==> src/rtl/spi_instr_prefetch_if.sv <==
// Core-side and SPI-side signals of the instruction prefetcher, plus FSM/FIFO debug taps.
// Handshake: instr is meaningful only while instr_valid=1; instr_ack in a cycle with
// instr_valid=1 consumes the word at the clock edge, instr_ack with instr_valid=0 is ignored.
interface spi_instr_prefetch_if #(
    parameter int DEPTH = 4
);
    localparam int CW = $clog2(DEPTH) + 1;

    logic [15:0]   pc_addr;
    logic          instr_ack;
    logic [15:0]   instr;
    logic          instr_valid;
    logic          spi_cs;
    logic          spi_sck;
    logic          spi_mosi;
    logic          spi_miso;
    logic [2:0]    dbg_state;
    logic [CW-1:0] dbg_count;

    modport slave (
        input  pc_addr, instr_ack, spi_miso,
        output instr, instr_valid, spi_cs, spi_sck, spi_mosi, dbg_state, dbg_count
    );

    modport master (
        output pc_addr, instr_ack, spi_miso,
        input  instr, instr_valid, spi_cs, spi_sck, spi_mosi, dbg_state, dbg_count
    );
endinterface

==> src/rtl/spi_instr_prefetch.sv <==
// Sequential-burst SPI SRAM instruction prefetcher: streams tagged 16-bit words into a small
// FIFO, presents the word matching pc_addr, and restarts the burst when the PC branches away.
module spi_instr_prefetch #(
    parameter int DEPTH   = 4,
    parameter int CS_IDLE = 2
) (
    input  logic clk,
    input  logic rst,
    spi_instr_prefetch_if.slave bus
);
    localparam int AW = $clog2(DEPTH);
    localparam int CW = AW + 1;
    localparam int IW = $clog2(CS_IDLE) + 1;

    typedef enum logic [2:0] {
        S_IDLE  = 3'd0,
        S_CMD   = 3'd1,
        S_ADDR  = 3'd2,
        S_DATA  = 3'd3,
        S_PAUSE = 3'd4
    } state_t;

    state_t        state, state_n;
    logic [IW-1:0] idle_cnt;
    logic [3:0]    bit_cnt;
    logic          sck, cs, mosi;
    logic [15:0]   fetch_ptr;
    logic [15:0]   tx_sr;
    logic [14:0]   rx_sr;
    logic [15:0]   tag_mem  [DEPTH];
    logic [15:0]   data_mem [DEPTH];
    logic [AW-1:0] rd_ptr, wr_ptr;
    logic [CW-1:0] count, count_n;
    logic          empty, full, hit, pop, push, flush, start, fall, phase_end;

    assign empty = (count == '0);
    assign full  = (count == CW'(DEPTH));
    assign hit   = !empty && (tag_mem[rd_ptr] == bus.pc_addr);
    assign pop   = bus.instr_ack && hit;
    // With the FIFO empty, fetch_ptr is the tag of the word currently being shifted in.
    assign flush = (!empty && !hit) ||
                   (empty && (state != S_IDLE) && (fetch_ptr != bus.pc_addr));
    assign fall  = sck;

    always_comb begin
        state_n   = state;
        start     = 1'b0;
        phase_end = 1'b0;
        push      = 1'b0;
        case (state)
            S_IDLE:  if (idle_cnt == IW'(CS_IDLE - 1)) begin
                         start   = 1'b1;
                         state_n = S_CMD;
                     end
            S_CMD:   if (fall && bit_cnt == 4'd7) begin
                         phase_end = 1'b1;
                         state_n   = S_ADDR;
                     end
            S_ADDR:  if (fall && bit_cnt == 4'd15) begin
                         phase_end = 1'b1;
                         state_n   = S_DATA;
                     end
            S_DATA:  if (fall && bit_cnt == 4'd15) begin
                         phase_end = 1'b1;
                         push      = !flush;
                     end
            S_PAUSE: if (!full) state_n = S_DATA;
            default: state_n = S_IDLE;
        endcase
        count_n = count + CW'(push) - CW'(pop);
        if (state == S_DATA && push && count_n == CW'(DEPTH)) state_n = S_PAUSE;
        if (flush) state_n = S_IDLE;
    end

    always_ff @(posedge clk or posedge rst) begin
        if (rst) state <= S_IDLE;
        else     state <= state_n;
    end

    always_ff @(posedge clk or posedge rst) begin
        if (rst) begin
            cs        <= 1'b1;
            sck       <= 1'b0;
            mosi      <= 1'b0;
            idle_cnt  <= '0;
            bit_cnt   <= 4'd0;
            fetch_ptr <= 16'h0000;
            tx_sr     <= 16'h0000;
            rx_sr     <= 15'h0000;
        end else if (flush) begin
            cs       <= 1'b1;
            sck      <= 1'b0;
            mosi     <= 1'b0;
            idle_cnt <= '0;
            bit_cnt  <= 4'd0;
        end else begin
            if (state == S_IDLE) idle_cnt <= start ? '0 : idle_cnt + 1'b1;
            if (start) begin
                // First command bit (0) goes out with CS; remaining bits of 0x03 queue behind it.
                cs        <= 1'b0;
                mosi      <= 1'b0;
                tx_sr     <= {7'b000_0011, 9'b0};
                fetch_ptr <= bus.pc_addr;
                bit_cnt   <= 4'd0;
            end
            if (state inside {S_CMD, S_ADDR, S_DATA}) begin
                sck <= ~sck;
                if (fall) begin
                    bit_cnt <= (state == S_CMD && phase_end) ? 4'd0 : bit_cnt + 4'd1;
                    rx_sr   <= {rx_sr[13:0], bus.spi_miso};
                    if (state == S_CMD && phase_end) begin
                        mosi  <= fetch_ptr[14];
                        tx_sr <= {fetch_ptr[13:0], 2'b00};
                    end else if (state == S_ADDR && phase_end) begin
                        mosi <= 1'b0;
                    end else begin
                        mosi  <= tx_sr[15];
                        tx_sr <= {tx_sr[14:0], 1'b0};
                    end
                    if (push) fetch_ptr <= fetch_ptr + 16'd1;
                end
            end
        end
    end

    always_ff @(posedge clk or posedge rst) begin
        if (rst) begin
            rd_ptr <= '0;
            wr_ptr <= '0;
            count  <= '0;
            for (int i = 0; i < DEPTH; i++) begin
                tag_mem[i]  <= 16'h0000;
                data_mem[i] <= 16'h0000;
            end
        end else if (flush) begin
            rd_ptr <= '0;
            wr_ptr <= '0;
            count  <= '0;
        end else begin
            if (push) begin
                tag_mem[wr_ptr]  <= fetch_ptr;
                data_mem[wr_ptr] <= {rx_sr, bus.spi_miso};
                wr_ptr           <= wr_ptr + 1'b1;
            end
            if (pop) rd_ptr <= rd_ptr + 1'b1;
            count <= count_n;
        end
    end

    assign bus.spi_cs      = cs;
    assign bus.spi_sck     = sck;
    assign bus.spi_mosi    = mosi;
    assign bus.instr       = data_mem[rd_ptr];
    assign bus.instr_valid = hit;
    assign bus.dbg_state   = state;
    assign bus.dbg_count   = count;
endmodule

==> src/flat_wrapper.sv <==
// flat-port wrapper written by rule: the top's interface ports become plain ports
module spi_instr_prefetch_flat 
#(
    parameter int DEPTH   = 4,
    parameter int CS_IDLE = 2
)
  (clk, rst, bus_pc_addr, bus_instr_ack, bus_spi_miso, bus_instr, bus_instr_valid, bus_spi_cs, bus_spi_sck, bus_spi_mosi, bus_dbg_state, bus_dbg_count);
  spi_instr_prefetch_if #(.DEPTH(DEPTH)) bus_i ();
  input  logic clk;
  input  logic rst;
  input wire logic [$bits(bus_i.pc_addr)-1:0] bus_pc_addr;
  input wire logic [$bits(bus_i.instr_ack)-1:0] bus_instr_ack;
  input wire logic [$bits(bus_i.spi_miso)-1:0] bus_spi_miso;
  output wire logic [$bits(bus_i.instr)-1:0] bus_instr;
  output wire logic [$bits(bus_i.instr_valid)-1:0] bus_instr_valid;
  output wire logic [$bits(bus_i.spi_cs)-1:0] bus_spi_cs;
  output wire logic [$bits(bus_i.spi_sck)-1:0] bus_spi_sck;
  output wire logic [$bits(bus_i.spi_mosi)-1:0] bus_spi_mosi;
  output wire logic [$bits(bus_i.dbg_state)-1:0] bus_dbg_state;
  output wire logic [$bits(bus_i.dbg_count)-1:0] bus_dbg_count;
  assign bus_i.pc_addr = bus_pc_addr;
  assign bus_i.instr_ack = bus_instr_ack;
  assign bus_i.spi_miso = bus_spi_miso;
  assign bus_instr = bus_i.instr;
  assign bus_instr_valid = bus_i.instr_valid;
  assign bus_spi_cs = bus_i.spi_cs;
  assign bus_spi_sck = bus_i.spi_sck;
  assign bus_spi_mosi = bus_i.spi_mosi;
  assign bus_dbg_state = bus_i.dbg_state;
  assign bus_dbg_count = bus_i.dbg_count;
  spi_instr_prefetch #(.DEPTH(DEPTH), .CS_IDLE(CS_IDLE)) u_core (.clk(clk), .rst(rst), .bus(bus_i));
endmodule
==> config.mk <==
export PLATFORM = sky130hd
export DESIGN_NAME = spi_instr_prefetch_flat
export DESIGN_NICKNAME = d
export VERILOG_FILES = /design/src/rtl/spi_instr_prefetch_if.sv /design/src/rtl/spi_instr_prefetch.sv /design/src/flat_wrapper.sv
export SDC_FILE = /design/constraint.sdc
export NUM_CORES = 1
export LEC_CHECK = 0
export CAP_MARGIN = 25
export CORE_AREA = 2 2 123 185
export DETAILED_ROUTE_END_ITERATION = 7
export DIE_AREA = 0 0 125 187
export SLEW_MARGIN = 10
export SYNTH_ARGS = -nofsm -noshare
export SYNTH_HDL_FRONTEND = slang
export SYNTH_SLANG_ARGS = --single-unit
==> constraint.sdc <==
create_clock -name clk -period 8.1 [get_ports clk]
set_clock_uncertainty 0.05 [all_clocks]
set_input_delay 1.215 -clock clk [delete_from_list [all_inputs] [get_ports clk]]
set_output_delay 1.215 -clock clk [all_outputs]
set_load 0.1 [all_outputs]
==> results.py, run 1 <==
metrics = {
    "hold_path": {
        "hold_start": "u_core.bus.spi_cs",
        "min_path_type": "reg2reg",
    },
    "sta": {
        "timing.fmax_ghz": 0.163,
        "min_period_over_period_pct": 75.8,
        "max-slew-margin-rel_pct": 32.2,
        "finalMaxSlewViolations": 0,
        "hold_violations": 0,
        "worst_pin_slew_ps": 1010,
        "rsz0062_at_grt": "no",
        "period_minus_slack_ps": 6140,
        "finalSetupViolCount": 0,
        "fin_tns_setup_ps": 0,
    },
    "global_route": {
        "grt-ovfl-total": 0,
        "grt_antenna_before_repair": 0,
        "grt_max_degree": 116,
        "grt_pass1_vias": 6514,
        "grt_first_pass_wirelength_um": 37300,
        "track_usage_pct": 20.4,
    },
    "yosys": {
        "synth_seq_cells": 194,
        "synthArstFlopShare_pct": 100,
        "ys_seq_area_share_pct": 50.2,
        "syn_inst": 740,
        "ys_types": 57,
        "synth_edf_count": 0,
        "syn_nets": 769,
        "yosys_warnings": 0,
        "ys.flop_type": "dfrtp_1",
        "synthesis.area_um2": 9680,
        "syn_avg_cell_area_um2": 13.1,
    },
    "clock_tree": {
        "cts_resized": 0,
        "cts_buffer_depth": 2,
        "clock_latency_ps": 440,
        "clock_sinks": 194,
        "hold_buffers": 0,
        "tritoncts": "done",
        "cts-root-buf": "clkbuf_16",
        "htreeDepth": 4,
        "post_cts_buffers": 0,
        "cts_buffers": 17,
        "clk_pin_slew_worst_paths_ps": 70,
    },
    "final_layout": {
        "antennaDiodeCount": 0,
        "drive_gt1_share_pct": 29.4,
        "layout_commonest_cell": "dfrtp_1",
        "area_growth_pct": 12.4,
        "layout_common_cells": "dfrtp_1, mux2_2, mux2_4",
        "final_cell_area_um2": 10900,
        "final_nets": 787,
    },
    "worst_setup_path": {
        "criticalPathCategory": "reg2out",
        "r2r_start": "u_core.rd_ptr[1]",
        "path_max_fanout": 19,
        "setup.worst_path.start_class": "flip-flop",
        "cp_slowest_stage_delay_ps": 1290,
        "critPathLaunch": "u_core.rd_ptr[1]",
        "path_cells": "buf_4 -> mux4_2 -> xor2_1 -> nor4_1 -> nand4_1 -> nor3_1 -> clkdlybuf4s50_1",
        "end_kind": "output pin",
        "arrival_ps": 4870,
        "cpMaxStageDelayCell": "clkdlybuf4s50_1",
        "required_ps": 6840,
    },
    "pwr": {
        "p_per_area_nw_per_um2": 237,
        "vdd_drop_max_uv": 163,
        "leakage_nw": 5.02,
    },
    "die": {
        "initial_core_util_pct": 44.1,
        "core_um2": 22000,
        "die-area_um2": 23400,
        "dieWidth_um": 125,
        "rows": 67,
        "io_pins": 46,
        "die-height_um": 187,
    },
    "run": {
        "cap_violations": 0,
    },
    "route": {
        "wl_per_cell_um": 22.0,
        "vias": 6128,
        "drt_iter0_markers": 457,
        "drc_errors": 0,
        "wirelength_um": 23000,
        "ant_nets": 0,
        "viasPerCell": 5.85,
        "dr.pass1.iters": 5,
    },
    "placement": {
        "dpl_cell_area_um2": 10200,
        "gp_congestion": 0.883,
        "dpl.hpwl_um": 14700,
        "port-buffer-count": 45,
    },
    "run_status": {
        "status": "completed",
    },
}
[kinds of logic (layout without fill, tap and decap cells)]
| family | after synthesis | in the layout | share of synthesized area, % |
|---|---|---|---|
| muxes | 188 | 188 | 27.0 |
| adders and majority gates | 9 | 9 | 1.24 |
| buffers and inverters | 73 | 104 | 3.85 |
| AOI/OAI and AO/OA | 107 | 107 | 7.32 |
| DFF | 194 | 194 | 50.2 |
| and+or+nand+nor | 131 | 131 | 6.99 |
| xor gates and xnor gates | 38 | 38 | 3.44 |
[power breakdown]
part / switching (W) / leakage (nW) / internal [W]
logic: 0.000338 / 2.10 / 0.000198
clock network: 0.000399 / 0.284 / 0.000433
registers: 0.000172 / 2.64 / 0.00104
[through the flow]
| step | utilization, % | power, W | worst slack, ps | hold slack [ps] | instances |
|---|---|---|---|---|---|
| 6_report | 49.5 | 0.00258 | 1960 | 407 | 1047 |
| 5_1_grt | 49.5 | 0.00270 | 1670 | 434 | 1047 |
| 4_1_cts | 49.3 | 0.00259 | 1920 | 410 | 1044 |
| 3_5_place_dp | 46.7 | 0.00176 | 2190 | 398 | 1012 |
| 3_3_place_gp | 46.6 | 0.00174 | 2180 | 398 | 1010 |
| 2_1_floorplan | - | 0.00159 | 1550 | 403 | 740 |
[area by class of cell]
cell class | count | area [um^2]
Fill cell | 1918 | 11100
Sequential cell | 194 | 4860
Clock inverter | 15 | 144
Clock buffer | 17 | 425
Inverter | 15 | 63.8
Tap cell | 276 | 345
Multi-Input combinational cell | 473 | 4470
Timing Repair Buffer | 57 | 578
[routing by layer]
layer / share of wire [%] / track usage (%) / vias up
met5: 0 / 0 / -
met4: 3.8 / 9.49 / 0
met3: 4.0 / 3.58 / 49
met2: 50 / 34.3 / 175
met1: 42 / 25.6 / 3177
li1: - / - / 2727
[critical path: cells and delay by family (launching register included)]
kind | cells | cell delay [ps]
buffers and inverters | 2 | 1730
DFF | 1 | 970
and+or+nand+nor | 3 | 1160
xor gates and xnor gates | 1 | 160
muxes | 1 | 390
[cells in the mapped netlist, types with 4 or more instances]
cell type,count,share of area [%]
mux2_2,83,9.7
o2bb2ai_1,15,1.4
nand2_1,31,1.2
nand4_1,10,0.65
ha_1,8,1.0
buf_4,8,0.62
and2_1,4,0.26
nand3_1,16,0.83
dfrtp_1,193,50
xor2_1,10,0.90
inv_1,15,0.58
nor2_1,30,1.2
or3_1,5,0.32
o21ai_0,11,0.57
a31oi_1,7,0.45
a22oi_1,15,1.2
nor3_1,8,0.41
buf_2,5,0.26
xnor2_1,28,2.5
o22ai_1,7,0.45
clkbuf_1,31,1.2
mux2i_1,17,1.8
nor4_1,5,0.32
buf_6,8,0.93
a21oi_1,34,1.8
and3_1,6,0.39
mux2_4,60,9.3
mux4_2,26,6.0
buf_1,4,0.16
[registers in the layout, summed over array words and instances (netlist names), 3 cells and up]
name	cells
u_core.fetch_ptr	16
u_core.tag_mem	64
u_core.bus.dbg_count	3
u_core.tx_sr	16
u_core.bit_cnt	4
u_core.rx_sr	15
u_core.data_mem	64
u_core.bus.dbg_state	3
[final timing paths]
kind | end | slack [ps] | cells past startpoint
min in group asynchronous | u_core.data_mem[52] | 1230 | 2
hold reg to reg | u_core.bus.spi_cs | 410 | 2
setup reg to reg | u_core.bus.dbg_state[0] | 2890 | 14
hold / removal | u_core.bus.spi_cs | 410 | 2
setup / recovery | bus_instr_valid | 1960 | 7
max in group asynchronous | u_core.fetch_ptr[2] | 5610 | 4
No activity file was read; power rests on OpenSTA's default activity.
==> inputs of run 2 (changes only) <==
==> constraint.sdc (replaced) <==
create_clock -name clk -period 6.1 [get_ports clk]
set_clock_uncertainty 0.05 [all_clocks]
set_input_delay 0.915 -clock clk [delete_from_list [all_inputs] [get_ports clk]]
set_output_delay 0.915 -clock clk [all_outputs]
set_load 0.1 [all_outputs]
==> run 2 against run 1 <==
Flip-flop and latch count stayed put. Combinational power up 31%. Wire length down 1.3%. Largest cell class unchanged.
==> results.py, run 2 (same netlist as run 1, synthesis figures left out) <==
metrics = {
    "clock_tree": {
        "post_cts_buffers": 0,
        "clock_sinks": 194,
        "tritoncts": "done",
        "hold_buffers": 0,
        "cts-root-buf": "clkbuf_16",
        "clock_latency_ps": 440,
        "cts_buffer_depth": 2,
        "clk_pin_slew_worst_paths_ps": 80,
        "htreeDepth": 4,
        "cts_buffers": 17,
        "cts_resized": 0,
    },
    "hold_path": {
        "min_path_type": "reg2reg",
    },
    "final_layout": {
        "area.sequential_um2": 4860,
        "layout_common_cells": "dfrtp_1, mux2_2, mux2_4",
        "area_growth_pct": 12.3,
        "layout_commonest_cell": "dfrtp_1",
        "drive_gt1_share_pct": 29.7,
        "fill_cells": 1922,
        "reg.largest.list": "u_core.data_mem (64), u_core.tag_mem (64)",
        "multiInputGateArea_um2": 4470,
        "antennaDiodeCount": 0,
        "final_nets": 786,
    },
    "run": {
        "cap_violations": 0,
    },
    "sta": {
        "finalMaxSlewViolations": 0,
        "worst_pin_slew_ps": 1030,
        "fin_tns_setup_ps": 0,
        "finalSetupViolCount": 0,
        "hold_violations": 0,
        "rsz0062_at_grt": "no",
        "timing.fmax_ghz": 0.210,
        "min_period_over_period_pct": 78.2,
        "period_minus_slack_ps": 4770,
        "max-slew-margin-rel_pct": 31.1,
        "final.setup.worst_slack_ps": 1330,
    },
    "worst_setup_path": {
        "arrival_ps": 5000,
        "path_max_fanout": 22,
        "setup.worst_path.start_class": "flip-flop",
        "criticalPathCategory": "reg2reg",
        "end_kind": "flip-flop",
        "required_ps": 6330,
    },
    "global_route": {
        "grt_antenna_before_repair": 0,
        "grt_pass1_vias": 6507,
        "grt_max_degree": 195,
        "grt_first_pass_wirelength_um": 37200,
        "track_usage_pct": 20.2,
        "grt-ovfl-total": 0,
    },
    "route": {
        "wl_met3_um": 933,
        "wl_met1_um": 9580,
        "viasPerCell": 5.89,
        "vias": 6162,
        "drc_errors": 0,
        "dr.pass1.iters": 5,
        "wl_per_cell_um": 21.7,
        "ant_nets": 0,
        "top_layer": "met4",
        "wl_met2_um": 11700,
        "wirelength_um": 22700,
        "drt_iter0_markers": 501,
    },
    "pwr": {
        "leakage_nw": 5.01,
        "p_per_area_nw_per_um2": 315,
        "vdd_drop_max_uv": 221,
    },
    "die": {
        "initial_core_util_pct": 44.1,
        "die-area_um2": 23400,
        "die-height_um": 187,
        "dieWidth_um": 125,
        "rows": 67,
        "io_pins": 46,
        "core_um2": 22000,
    },
    "placement": {
        "gp_congestion": 0.824,
        "dpl.hpwl_um": 14400,
        "port-buffer-count": 45,
        "dpl_worst_slack_ps": 1260,
    },
    "run_status": {
        "status": "completed",
    },
}
-- run 2: changes by cell type in the layout (fill, tap and decap cells not counted), moves of 2 or more --
cell / before / now
clkinv_8: 0 / 4
clkinv_2: 4 / 1
buf_16: 2 / 0
clkinv_4: 2 / 0
buf_4: 9 / 11
-- run 2: final cells by class --
type,instances,share of cell area (%)
inverters,15,0.552
repair buffers,56,5.00
clock inverters,15,1.53
multi-input cells,473,41.1
clock buffers,17,3.91
flip-flops and latches,194,44.7
well taps,276,3.18
-- run 2: power breakdown --
group / internal, W / switching, W
combinational: 0.000261 / 0.000441
sequential: 0.00138 / 0.000237
clock: 0.000553 / 0.000557
total: 0.00219 / 0.00123
-- run 2: metrics by stage --
stage	power [W]	instances	hold WS (ps)	cell area [um^2]	util, %
final	0.00343	1046	425	10900	49.5
after global routing	0.00359	1046	457	10900	49.5
after CTS	0.00344	1044	433	10900	49.4
after detailed placement	0.00232	1012	420	10300	46.7
after global placement	0.00231	1011	414	10300	46.7
after floorplan	0.00212	740	403	9690	-
-- run 2: worst paths after layout --
| check | start | end | slack (ps) | cells after the start |
|---|---|---|---|---|
| max | u_core.rd_ptr[1] | u_core.bus.dbg_state[0] | 1330 | 14 |
| min | u_core.bus.spi_cs | u_core.bus.spi_cs | 420 | 2 |
| max reg2reg | u_core.rd_ptr[1] | u_core.bus.dbg_state[0] | 1330 | 14 |
| min reg2reg | u_core.bus.spi_cs | u_core.bus.spi_cs | 420 | 2 |
| max in group asynchronous | rst | u_core.rd_ptr[0] | 4130 | 3 |
| min in group asynchronous | rst | u_core.data_mem[3] | 1060 | 3 |
-- run 2: layer usage --
metal	global-route usage, %	up-vias
li1	-	2726
met1	26.2	3217
met2	34.7	187
met3	3.26	32
met4	6.67	0
met5	0	-
-- run 2: worst max-delay path, stage by stage (launching register included) --
cell	delay (ps)
dfrtp_1	760
buf_4	490
mux4_2	390
xor2_1	150
nor4_1	190
nand4_1	350
nor3_2	380
and2_1	200
ha_1	230
inv_1	60
ha_1	170
fa_1	430
or4_1	550
nand2_1	110
a2111oi_0	70
==> inputs of run 3 (changes only) <==
==> constraint.sdc (replaced) <==
create_clock -name clk -period 4.8 [get_ports clk]
set_clock_uncertainty 0.05 [all_clocks]
set_input_delay 0.72 -clock clk [delete_from_list [all_inputs] [get_ports clk]]
set_output_delay 0.72 -clock clk [all_outputs]
set_load 0.1 [all_outputs]
==> run 3 against run 2 <==
Power up 29%. Clock power grew 29%. Global-route usage is 0.28 points higher. Register-to-register slack worse by 880 ps. Non-clock buffer count increased by 15. Sequential share of layout area fell by 0.34 points. Cell area is 0.77% higher. Flip-flop and latch count unchanged. Largest power group unchanged. Highest routed layer unchanged.
==> results.py, run 3 (same netlist as run 1, synthesis figures left out) <==
metrics = {
    "final_layout": {
        "fill_cells": 1938,
        "area_growth_pct": 13.2,
        "reg.largest.list": "u_core.data_mem (64), u_core.tag_mem (64)",
        "drive_gt1_share_pct": 32.6,
        "final_nets": 801,
        "layout_commonest_cell": "dfrtp_1",
        "antennaDiodeCount": 0,
        "layout_common_cells": "dfrtp_1, mux2_2, mux2_4",
        "final_cells": 1061,
    },
    "global_route": {
        "grt_first_pass_wirelength_um": 37400,
        "grt_antenna_before_repair": 0,
        "grt_pass1_vias": 6598,
        "grt_max_degree": 123,
        "grt-ovfl-total": 0,
        "track_usage_pct": 20.5,
    },
    "sta": {
        "max-slew-margin-rel_pct": 32.8,
        "hold_violations": 0,
        "period_minus_slack_ps": 4350,
        "min_period_over_period_pct": 90.7,
        "worst_pin_slew_ps": 1000,
        "finalMaxSlewViolations": 0,
        "finalSetupViolCount": 0,
        "timing.fmax_ghz": 0.230,
        "fin_tns_setup_ps": 0,
        "rsz0062_at_grt": "no",
    },
    "clock_tree": {
        "tritoncts": "done",
        "cts-root-buf": "clkbuf_16",
        "cts_buffer_depth": 2,
        "htreeDepth": 4,
        "clock_sinks": 194,
        "clk_pin_slew_worst_paths_ps": 70,
        "post_cts_buffers": 0,
        "cts_resized": 0,
        "hold_buffers": 0,
        "cts_buffers": 17,
        "clock_latency_ps": 430,
    },
    "worst_setup_path": {
        "arrival_ps": 4610,
        "path_max_fanout": 15,
        "criticalPathCategory": "reg2reg",
        "setup.worst_path.start_class": "flip-flop",
        "required_ps": 5060,
        "end_kind": "flip-flop",
    },
    "placement": {
        "dpl.cell_count": 1027,
        "port-buffer-count": 45,
        "gp_congestion": 0.866,
        "dpl.hpwl_um": 15500,
    },
    "die": {
        "rows": 67,
        "core_um2": 22000,
        "die-area_um2": 23400,
        "die-height_um": 187,
        "dieWidth_um": 125,
        "io_pins": 46,
        "initial_core_util_pct": 44.1,
    },
    "route": {
        "ant_nets": 0,
        "vias": 6119,
        "top_layer": "met4",
        "wl_met1_um": 9540,
        "wl_met3_um": 916,
        "wl_per_cell_um": 21.7,
        "dr.pass1.iters": 4,
        "wirelength_um": 23100,
        "viasPerCell": 5.77,
        "drt_iter0_markers": 368,
        "wl_met2_um": 12100,
        "drc_errors": 0,
    },
    "run_status": {
        "status": "completed",
    },
    "hold_path": {
        "min_path_type": "reg2reg",
    },
    "pwr": {
        "p_per_area_nw_per_um2": 402,
        "leakage_nw": 5.13,
        "vdd_drop_max_uv": 285,
    },
    "run": {
        "cap_violations": 0,
    },
}
[run 3: routing by layer]
metal,global-route usage [%],vias up
met3,3.80,33
li1,-,2744
met1,25.4,3217
met2,35.5,125
met5,0,-
met4,8.03,0
[run 3: critical path: stages (launching register included)]
cell       delay [ps]
dfrtp_2           680
buf_4             260
mux2i_1           370
xor2_1            110
and4_1            170
o21ai_0           580
nor3_4            100
and2_1            210
ha_1              270
inv_1              40
ha_1              180
fa_1              380
xnor2_1           230
or4_1             170
nand2_1            70
a2111oi_0         380
[run 3: through the flow]
stage                     util [%]  area, um^2  power [W]  hold WS, ps  setup WS, ps
final                         49.9       11000    0.00441          415           448
after global routing          49.9       11000    0.00462          450          68.4
after CTS                     49.8       10900    0.00442          420           446
after detailed placement      47.1       10400    0.00299          409           307
after global placement        47.1       10300    0.00297          401           344
after floorplan                  -        9700    0.00269          403           242
[run 3: path summary, 6_finish.rpt]
kind                                    from                      end  slack, ps  cells after the start
hold / removal             u_core.bus.spi_cs        u_core.bus.spi_cs        420                      2
setup reg to reg            u_core.rd_ptr[0]  u_core.bus.dbg_state[0]        450                     15
hold reg to reg            u_core.bus.spi_cs        u_core.bus.spi_cs        420                      2
max in group asynchronous                rst      u_core.fetch_ptr[4]       3170                      3
setup / recovery            u_core.rd_ptr[0]  u_core.bus.dbg_state[0]        450                     15
min in group asynchronous                rst       u_core.data_mem[3]        470                      2
[run 3: report_power, final]
part / total (W) / switching, W / internal, W
sequential: 0.00206 / 0.000307 / 0.00176
combinational: 0.000917 / 0.000569 / 0.000348
clock: 0.00143 / 0.000626 / 0.000801
[run 3: cell type report]
class | instances | area [um^2] | area share, %
multi-input combinational | 473 | 4480 | 40.9
clock inverter | 10 | 121 | 1.11
clock buffer | 22 | 464 | 4.24
timing repair buffer | 71 | 628 | 5.73
sequential | 194 | 4860 | 44.3
tap | 276 | 345 | 3.15
inverter | 15 | 60.1 | 0.548
